`src/rtl/freq_div_ctrl_v1.sv`:
```
// Programmable pulse divider with strobe/ack reconfiguration applied only at period boundaries.
// Optional FDC_HALF_RATE_OUT_EN adds clock_half_fdc_negreg_out, a /2 toggle while running.
module freq_div_ctrl_v1 #(
  parameter int CNT_W   = 3,
  parameter int DEF_DIV = 7,
  parameter int DEF_LOW = 1
) (
  input  logic             lclk_fdc_in,
  input  logic             rst_fdc_in,
  input  logic             run_fdc_in,
  input  logic             cfg_req_fdc_in,
  input  logic [CNT_W-1:0] cfg_div_fdc_in,
  input  logic [CNT_W-1:0] cfg_low_fdc_in,
  output logic             cfg_ack_fdc_negreg_out,
  output logic             cfg_err_fdc_negreg_out,
  output logic             cfg_busy_fdc_negreg_out,
  output logic             clock_pulse_fdc_negreg_out,
`ifdef FDC_HALF_RATE_OUT_EN
  output logic             clock_half_fdc_negreg_out,
`endif
  output logic             period_end_fdc_negreg_out
);

  localparam logic [CNT_W-1:0] ONE = CNT_W'(1);

  logic [CNT_W-1:0] cnt;
  logic [CNT_W-1:0] act_div;
  logic [CNT_W-1:0] act_low;
  logic [CNT_W-1:0] pend_div;
  logic [CNT_W-1:0] pend_low;
  logic             pend_vld;

  logic             cfg_ok;
  logic             accept;
  logic             at_end;
  logic             apply;
  logic [CNT_W-1:0] high_last;

  // A request is only taken when the pending slot is free; apply and accept are exclusive on pend_vld.
  always_comb begin
    cfg_ok    = (cfg_low_fdc_in != '0) && (cfg_low_fdc_in <= cfg_div_fdc_in);
    accept    = cfg_req_fdc_in && cfg_ok && !pend_vld;
    at_end    = (cnt == act_div);
    apply     = pend_vld && (!run_fdc_in || at_end);
    high_last = act_div - act_low;
  end

  always_ff @(negedge lclk_fdc_in) begin
    if (rst_fdc_in) begin
      cnt                        <= '0;
      act_div                    <= CNT_W'(DEF_DIV);
      act_low                    <= CNT_W'(DEF_LOW);
      pend_div                   <= '0;
      pend_low                   <= '0;
      pend_vld                   <= 1'b0;
      cfg_ack_fdc_negreg_out     <= 1'b0;
      cfg_err_fdc_negreg_out     <= 1'b0;
      clock_pulse_fdc_negreg_out <= 1'b0;
      period_end_fdc_negreg_out  <= 1'b0;
    end else begin
      cfg_ack_fdc_negreg_out     <= accept;
      cfg_err_fdc_negreg_out     <= cfg_req_fdc_in && !accept;
      // Pulse and strobe use the settings active before this edge, even on an apply edge.
      clock_pulse_fdc_negreg_out <= run_fdc_in && (cnt <= high_last);
      period_end_fdc_negreg_out  <= run_fdc_in && at_end;

      if (!run_fdc_in || at_end) begin
        cnt <= '0;
      end else begin
        cnt <= cnt + ONE;
      end

      if (apply) begin
        act_div  <= pend_div;
        act_low  <= pend_low;
        pend_vld <= 1'b0;
      end else if (accept) begin
        pend_div <= cfg_div_fdc_in;
        pend_low <= cfg_low_fdc_in;
        pend_vld <= 1'b1;
      end
    end
  end

  assign cfg_busy_fdc_negreg_out = pend_vld;

`ifdef FDC_HALF_RATE_OUT_EN
  always_ff @(negedge lclk_fdc_in) begin
    if (rst_fdc_in || !run_fdc_in) begin
      clock_half_fdc_negreg_out <= 1'b0;
    end else begin
      clock_half_fdc_negreg_out <= !clock_half_fdc_negreg_out;
    end
  end
`endif

endmodule
```
`config.mk`:
```
export PLATFORM = sky130hd
export DESIGN_NAME = freq_div_ctrl_v1
export DESIGN_NICKNAME = d
export VERILOG_FILES = /design/src/rtl/freq_div_ctrl_v1.sv
export SDC_FILE = /design/constraint.sdc
export NUM_CORES = 1
export LEC_CHECK = 0
export CORE_MARGIN = 4
export CORE_UTILIZATION = 47
export DETAILED_ROUTE_END_ITERATION = 8
export GPL_TIMING_DRIVEN = 0
export PLACE_DENSITY = 0.75
export SYNTH_ARGS = -nofsm -noshare
export SYNTH_HDL_FRONTEND = slang
export SYNTH_SLANG_ARGS = --single-unit
```
`constraint.sdc`:
```
create_clock -name lclk_fdc_in -period 2.1 [get_ports lclk_fdc_in]
set_clock_uncertainty 0.15 [all_clocks]
set_input_delay 0.42 -clock lclk_fdc_in [delete_from_list [all_inputs] [get_ports lclk_fdc_in]]
set_output_delay 0.42 -clock lclk_fdc_in [all_outputs]
set_load 0.01 [all_outputs]
```
# Word level (Yosys, flattened, before mapping)
# Index checks and enable logic that the tools add are counted.
# totals
reg_bits,20
# op_classes
bitwise,1
reduce_logical,15
n_eq_ne,1
add_sub_neg,2
order_cmp,2
# ops
op,count
1-bit logical AND,7
3-bit <= comparator,2
2-bit OR reduction,2
"3-bit by 1-bit adder with 3-bit output, second input constant",1
3-bit equality test,1
1-bit logical NOT,3
3-bit nonzero test,1
3-bit subtractor,1
2-bit AND reduction,1
1-bit logical OR,1
1-bit NOT,1

# Depth between registers and ports, before layout
# Gate-level depths: netlist (run 1).
# depth
ltp_word,6
depth_mapped,10

==> results of run 1 <==
-- worst min path at each step --
stage                              to  cells after the start
after global placement    pend_div[1]                      2
final                      act_low[1]                      2
after floorplan                cnt[0]                      1
after global routing       act_low[1]                      2
after detailed placement  pend_div[0]                      2
after CTS                 pend_div[0]                      2
-- synthesized netlist by cell type (2+ instances only) --
| library cell | instances | share of area |
|---|---|---|
| dfxtp_1 | 20 | 0.39 |
| nand2_1 | 12 | 0.044 |
| inv_1 | 11 | 0.040 |
| ha_1 | 8 | 0.098 |
| nor2_1 | 7 | 0.026 |
| xnor2_1 | 6 | 0.051 |
| mux2i_1 | 5 | 0.049 |
| nand3_1 | 5 | 0.024 |
| nor2b_1 | 4 | 0.024 |
| a21oi_1 | 3 | 0.015 |
| o21ai_0 | 3 | 0.015 |
| a21oi_2 | 2 | 0.017 |
| a31oi_1 | 2 | 0.012 |
| and2_1 | 2 | 0.012 |
| buf_6 | 2 | 0.022 |
| nor3_1 | 2 | 0.0098 |
| nor3_2 | 2 | 0.020 |
-- area by class of cell --
class                           instances  area, µm²
Buffer                                  3      46.29
Clock buffer                            3      22.52
Clock inverter                         21      81.33
Fill cell                             129      430.4
Inverter                               11      61.31
Multi-Input combinational cell         75      716.9
Sequential cell                        20      406.6
Tap cell                               27      33.78
Timing Repair Buffer                   24      222.7
-- through the flow --
step	worst slack, ns	power [mW]	hold slack [ns]	setup TNS [ns]	area, µm²
6_report	-0.4069	1.025	0.3282	-4.773	1592
5_1_grt	-0.4083	1.096	0.3457	-5.025	1592
4_1_cts	-0.3972	0.9925	0.3209	-4.625	1506
3_5_place_dp	-1.319	0.6541	0.3120	-20.52	1270
3_3_place_gp	-1.280	0.6466	0.3057	-19.87	1270
2_1_floorplan	-0.6138	0.5979	0.2907	-6.045	1106
-- worst reg2reg max path, delay by kind of cell, from the launching register on --
family | cells | cell delay (ns)
compound gates | 2 | 0.27
fa+ha+maj | 3 | 0.85
buf+inv | 3 | 0.17
flops | 1 | 0.31
simple gates | 2 | 0.19
-- sequential cells by signal (all words and copies together), names as in the netlist --
register,count
period_end_fdc_negreg_out,1
cnt,3
act_div,3
pend_div,3
pend_low,3
clock_pulse_fdc_negreg_out,1
cfg_err_fdc_negreg_out,1
cfg_busy_fdc_negreg_out,1
cfg_ack_fdc_negreg_out,1
act_low,3
-- report_power, final --
| part | total (mW) | leakage (nW) | switching, mW | internal (mW) |
|---|---|---|---|---|
| sequential | 0.421 | 0.163 | 0.0164 | 0.405 |
| combinational | 0.250 | 0.443 | 0.119 | 0.132 |
| clock | 0.354 | 0.125 | 0.231 | 0.123 |
-- layer usage --
layer,global-route usage,up-vias,routed length [µm]
met5,0,-,0
met4,0.09959,0,25
met3,0.04087,2,77
met2,0.3484,21,1536
met1,0.1554,441,993
li1,-,467,-
-- cell families after synthesis --
logic type | Yosys count | synth area share
and+or+nand+nor | 37 | 0.1832
adders and majority gates | 9 | 0.1172
AOI/OAI and AO/OA | 18 | 0.1355
buffers and inverters | 15 | 0.07326
muxes | 5 | 0.04884
xor gates and xnor gates | 6 | 0.05128
DFF | 20 | 0.3907
-- timing repair --
item	in CTS	in global routing
pin swaps	8	11
setup endpoints to repair	24	18
setup buffers	5	6
gates resized for setup	78	19
gates cloned	1	0
==> metrics.yaml, run 1 <==
critical_path:
  reg2reg_slack_ns: 0.09
  crit_family: "compound AO/OA/AOI/OAI gates"
  cpMaxStageDelayCell: "a211o_1"
  startpoint_type: "primary input"
  crit_fanout: 8
  arrival_ns: 1.59
  setup.worst_path.end: "pend_div[0]"
  cp.depth: 6
  worstSetupPathType: "primary input to flop"
  cp_cell_sequence: "buf_8, ha_4, a211o_1, a21oi_4, buf_12, mux2i_1"
  reg2reg_depth: 10
  worstPathRequired_ns: 1.19
  timing.rr.end: "clock_pulse_fdc_negreg_out"
  cp-startpoint: "cfg_low_fdc_in[1]"
  endpoint_kind: "flop"
  crit-reg2reg-launch: "act_div[0]"
  max_stage_delay_ns: 0.31
  path_buf_inv: 2
cells_and_area:
  postLayoutCoreUtil: 0.7871
  final_common_cell: "inv_1"
  nets: 177
  area_delta_synth_final_pct: 55.31
  final_cell_mix: "24 x inv_1, 17 x dfxtp_1, 11 x nand2_1"
  n_antenna_cell: 0
  final_cells: 184
  drive_above_1_share: 0.4140
cts:
  cts_buffer_depth: 2
  cts_sinks: 20
  cts_tree: "built"
  clk_latency_ns: 0.39
  cts_root_buffer: "clkbuf_4"
  cts_max_level: 1
  cts_hold_buf: 0
  clkTransAtPathRegs_ns: 0.04
  numCtsBuffers: 3
grt:
  grt_pass1_vias: 992
  grt_max_degree: 13
  grt_util_all_layers: 0.1752
  gr-total-overflow: 0
  antenna_found_initial: 0
  grt_pass1_wl_um: 3870
placement:
  dp_hpwl_um: 1514
  post-place-cells: 150
  io_buffers: 13
  gp_congestion: 0.7182
floorplan:
  die_y_um: 54.70
  fp-row-count: 16
  start_util: 0.5068
  fp.dieW_um: 54.70
  core_area_um2: 2022
  fp.dieArea_um2: 2992
  io_pins: 15
detailed_routing:
  drtPass1Iterations: 4
  viasPerCell: 5.060
  drt_iter0_markers: 8
  final_antenna_net_count: 0
  via_count: 931
  remaining_drc_errors: 0
  drt_wl_total_um: 2633
  routedWlPerCell_um: 14.31
synth:
  synth_cells: 110
  yosysSeqAreaShare: 0.3907
  ys.flop_type: "dfxtp_1"
  synth.net_count: 129
  synth_area_um2: 1025
  synth-edff-count: 0
  async_flop_share: 0
  ys_warn_count: 0
  synth.ff_latch_count: 20
  synthDistinctLibCells: 31
  avgSynthCellArea_um2: 9.316
worst_hold_path:
  hp-class: "flop to flop"
  hp-start: "act_low[1]"
sta:
  rsz0062_at_grt: "true"
  slew-limit-headroom: 0.7754
  worstMarginPinSlew_ns: 0.3344
  final_max_slew_viol_count: 0
  finalSetupViolations: 14
  hold_viol_final: 0
  worst_slack_ns: -0.4069
power_and_ir_drop:
  peakVddDrop_mv: 0.4996
  powerDensity_nw_per_um2: 644.0
  leakage_nw: 0.7307
status:
  failed_checks: "setup timing"
  run_status: "finished with violations"
flow_run:
  maxCapViolations: 0
No activity file was read; power rests on OpenSTA's default activity.
==> run 2, diff against run 1 <==
Settings changed: SLEW_MARGIN set to 20.
==> results of run 2 <==
No change in the layout: final DEF, timing and power equal those of run 1.
==> run 3, diff against run 2 <==
Settings changed: TNS_END_PERCENT set to 30.
==> run 3 against run 2 <==
The flow still finishes with violations (setup timing). Die area stayed put. Clock power is 7.3% lower. Power is 6.3% lower. Count of clock-buffer cells in the layout stayed put. Wire length is 12% lower. Worst setup slack better by 0.018 ns. First-iteration DRC count is 25% higher. Design area is 8.6% lower. Sequential cell count stayed put. Via count is 4.8% lower. Register-to-register slack worse by 0.03 ns. Critical endpoint is now pend_low[0]. Largest cell class unchanged. Largest power group unchanged.
==> metrics.yaml, run 3 (synthesized netlist as in run 1, its figures left out) <==
status:
  run_status: "finished with violations"
  failed_checks: "setup timing"
placement:
  dp_hpwl_um: 1446
  post-place-cells: 150
  gp_congestion: 0.7103
  io_buffers: 13
  placed_area_um2: 1206
  pre_cts_slack_ns: -1.321
detailed_routing:
  wl_met3_um: 57
  final_antenna_net_count: 0
  routedWlPerCell_um: 12.89
  drt_iter0_markers: 10
  met2_length_um: 1276
  remaining_drc_errors: 0
  drt_wl_total_um: 2321
  wl_met1_um: 960
  via_count: 886
  drtPass1Iterations: 4
  routed.top_layer: "met4"
  viasPerCell: 4.922
power_and_ir_drop:
  seqPwrFrac: 0.436
  p_comb_frac: 0.222
  powerDensity_nw_per_um2: 660.4
  p_total_mw: 0.9602
  sw_frac_of_total: 0.3417
  intPower_mw: 0.6321
  leakage_nw: 0.6903
  clockPowerShare: 0.341
  netSwitchingPower_mw: 0.3281
  peakVddDrop_mv: 0.4850
sta:
  hold_ws_ns: 0.3208
  slew-limit-headroom: 0.7715
  hold_viol_final: 0
  worstMarginPinSlew_ns: 0.3391
  final_max_slew_viol_count: 0
  rsz0062_at_grt: "true"
  worst_slack_ns: -0.3890
  finalSetupViolations: 14
cells_and_area:
  multiInputGateArea_um2: 649.4
  fillers: 154
  final_cells: 180
  finalInstanceArea_um2: 1454
  nets: 173
  final_cell_mix: "26 x inv_1, 18 x dfxtp_1, 12 x nand2_1"
  final-seq-area_um2: 405.4
  area_delta_synth_final_pct: 41.88
  final_common_cell: "inv_1"
  drive_above_1_share: 0.3399
  n_antenna_cell: 0
critical_path:
  endpoint_kind: "flop"
  startpoint_type: "primary input"
  worstSetupPathType: "primary input to flop"
  reg2reg_depth: 10
  worstPathRequired_ns: 1.18
  arrival_ns: 1.57
  crit_fanout: 8
cts:
  clkTransAtPathRegs_ns: 0.04
  numCtsBuffers: 3
  cts_max_level: 1
  clk_latency_ns: 0.36
  cts_buffer_depth: 2
  cts_hold_buf: 0
  cts_root_buffer: "clkbuf_4"
  cts_sinks: 20
  cts_tree: "built"
floorplan:
  fp.dieW_um: 54.70
  die_y_um: 54.70
  start_util: 0.5068
  io_pins: 15
  core_area_um2: 2022
  fp-row-count: 16
  fp.dieArea_um2: 2992
flow_run:
  maxCapViolations: 0
grt:
  grt_pass1_vias: 918
  grt_pass1_wl_um: 3732
  antenna_found_initial: 0
  grt_max_degree: 12
  grt_util_all_layers: 0.1726
  gr-total-overflow: 0
worst_hold_path:
  hp-class: "flop to flop"
  holdPathStages: 2
## run 3: worst paths after layout
check / from / endpoint / slack [ns]
worst max register to register: act_div[0] / clock_pulse_fdc_negreg_out / 0.06
worst min-delay path: pend_div[0] / pend_div[0] / 0.32
worst min register to register: pend_div[0] / pend_div[0] / 0.32
worst max-delay path: cfg_low_fdc_in[1] / pend_low[0] / -0.39
## run 3: critical path, cell delays in order
cell and delay, ns:
buf_8 0.11, ha_4 0.23, a211o_1 0.32, a21oi_4 0.19
buf_12 0.14, mux2i_1 0.17
## run 3: final cells by class
cell class                      count  area share
Tap cell                           27     0.02324
Timing Repair Buffer               20      0.1256
Clock inverter                     21     0.05508
Multi-Input combinational cell     75      0.4466
Inverter                           11     0.03442
Buffer                              3     0.02065
Sequential cell                    20      0.2788
Clock buffer                        3     0.01549
## run 3: stage by stage
step	utilization	setup TNS, ns
5_1_grt	0.7191	-5.252
2_1_floorplan	-	-7.560
3_3_place_gp	0.5965	-19.05
6_report	0.7191	-4.730
4_1_cts	0.6869	-4.852
3_5_place_dp	0.5965	-19.73
## run 3: power groups by stage
stage / combinational (mW) / sequential, mW / clock, mW
after floorplan: 0.0990 / 0.426 / 0.0612
after global placement: 0.146 / 0.426 / 0.0612
after detailed placement: 0.153 / 0.426 / 0.0612
after CTS: 0.189 / 0.421 / 0.345
after global routing: 0.234 / 0.420 / 0.388
final: 0.214 / 0.419 / 0.328
## run 3: per-layer routing
layer | vias to the layer above | track usage
met1 | 416 | 0.1839
li1 | 454 | -
met3 | 2 | 0.04905
met4 | 0 | 0.1120
met5 | - | 0
met2 | 14 | 0.2933
## run 3: repair_timing
action                     in CTS  in global routing
resized for setup              67                 20
setup buffers                   5                  3
pin swaps                       7                  6
setup endpoints to repair      23                 15
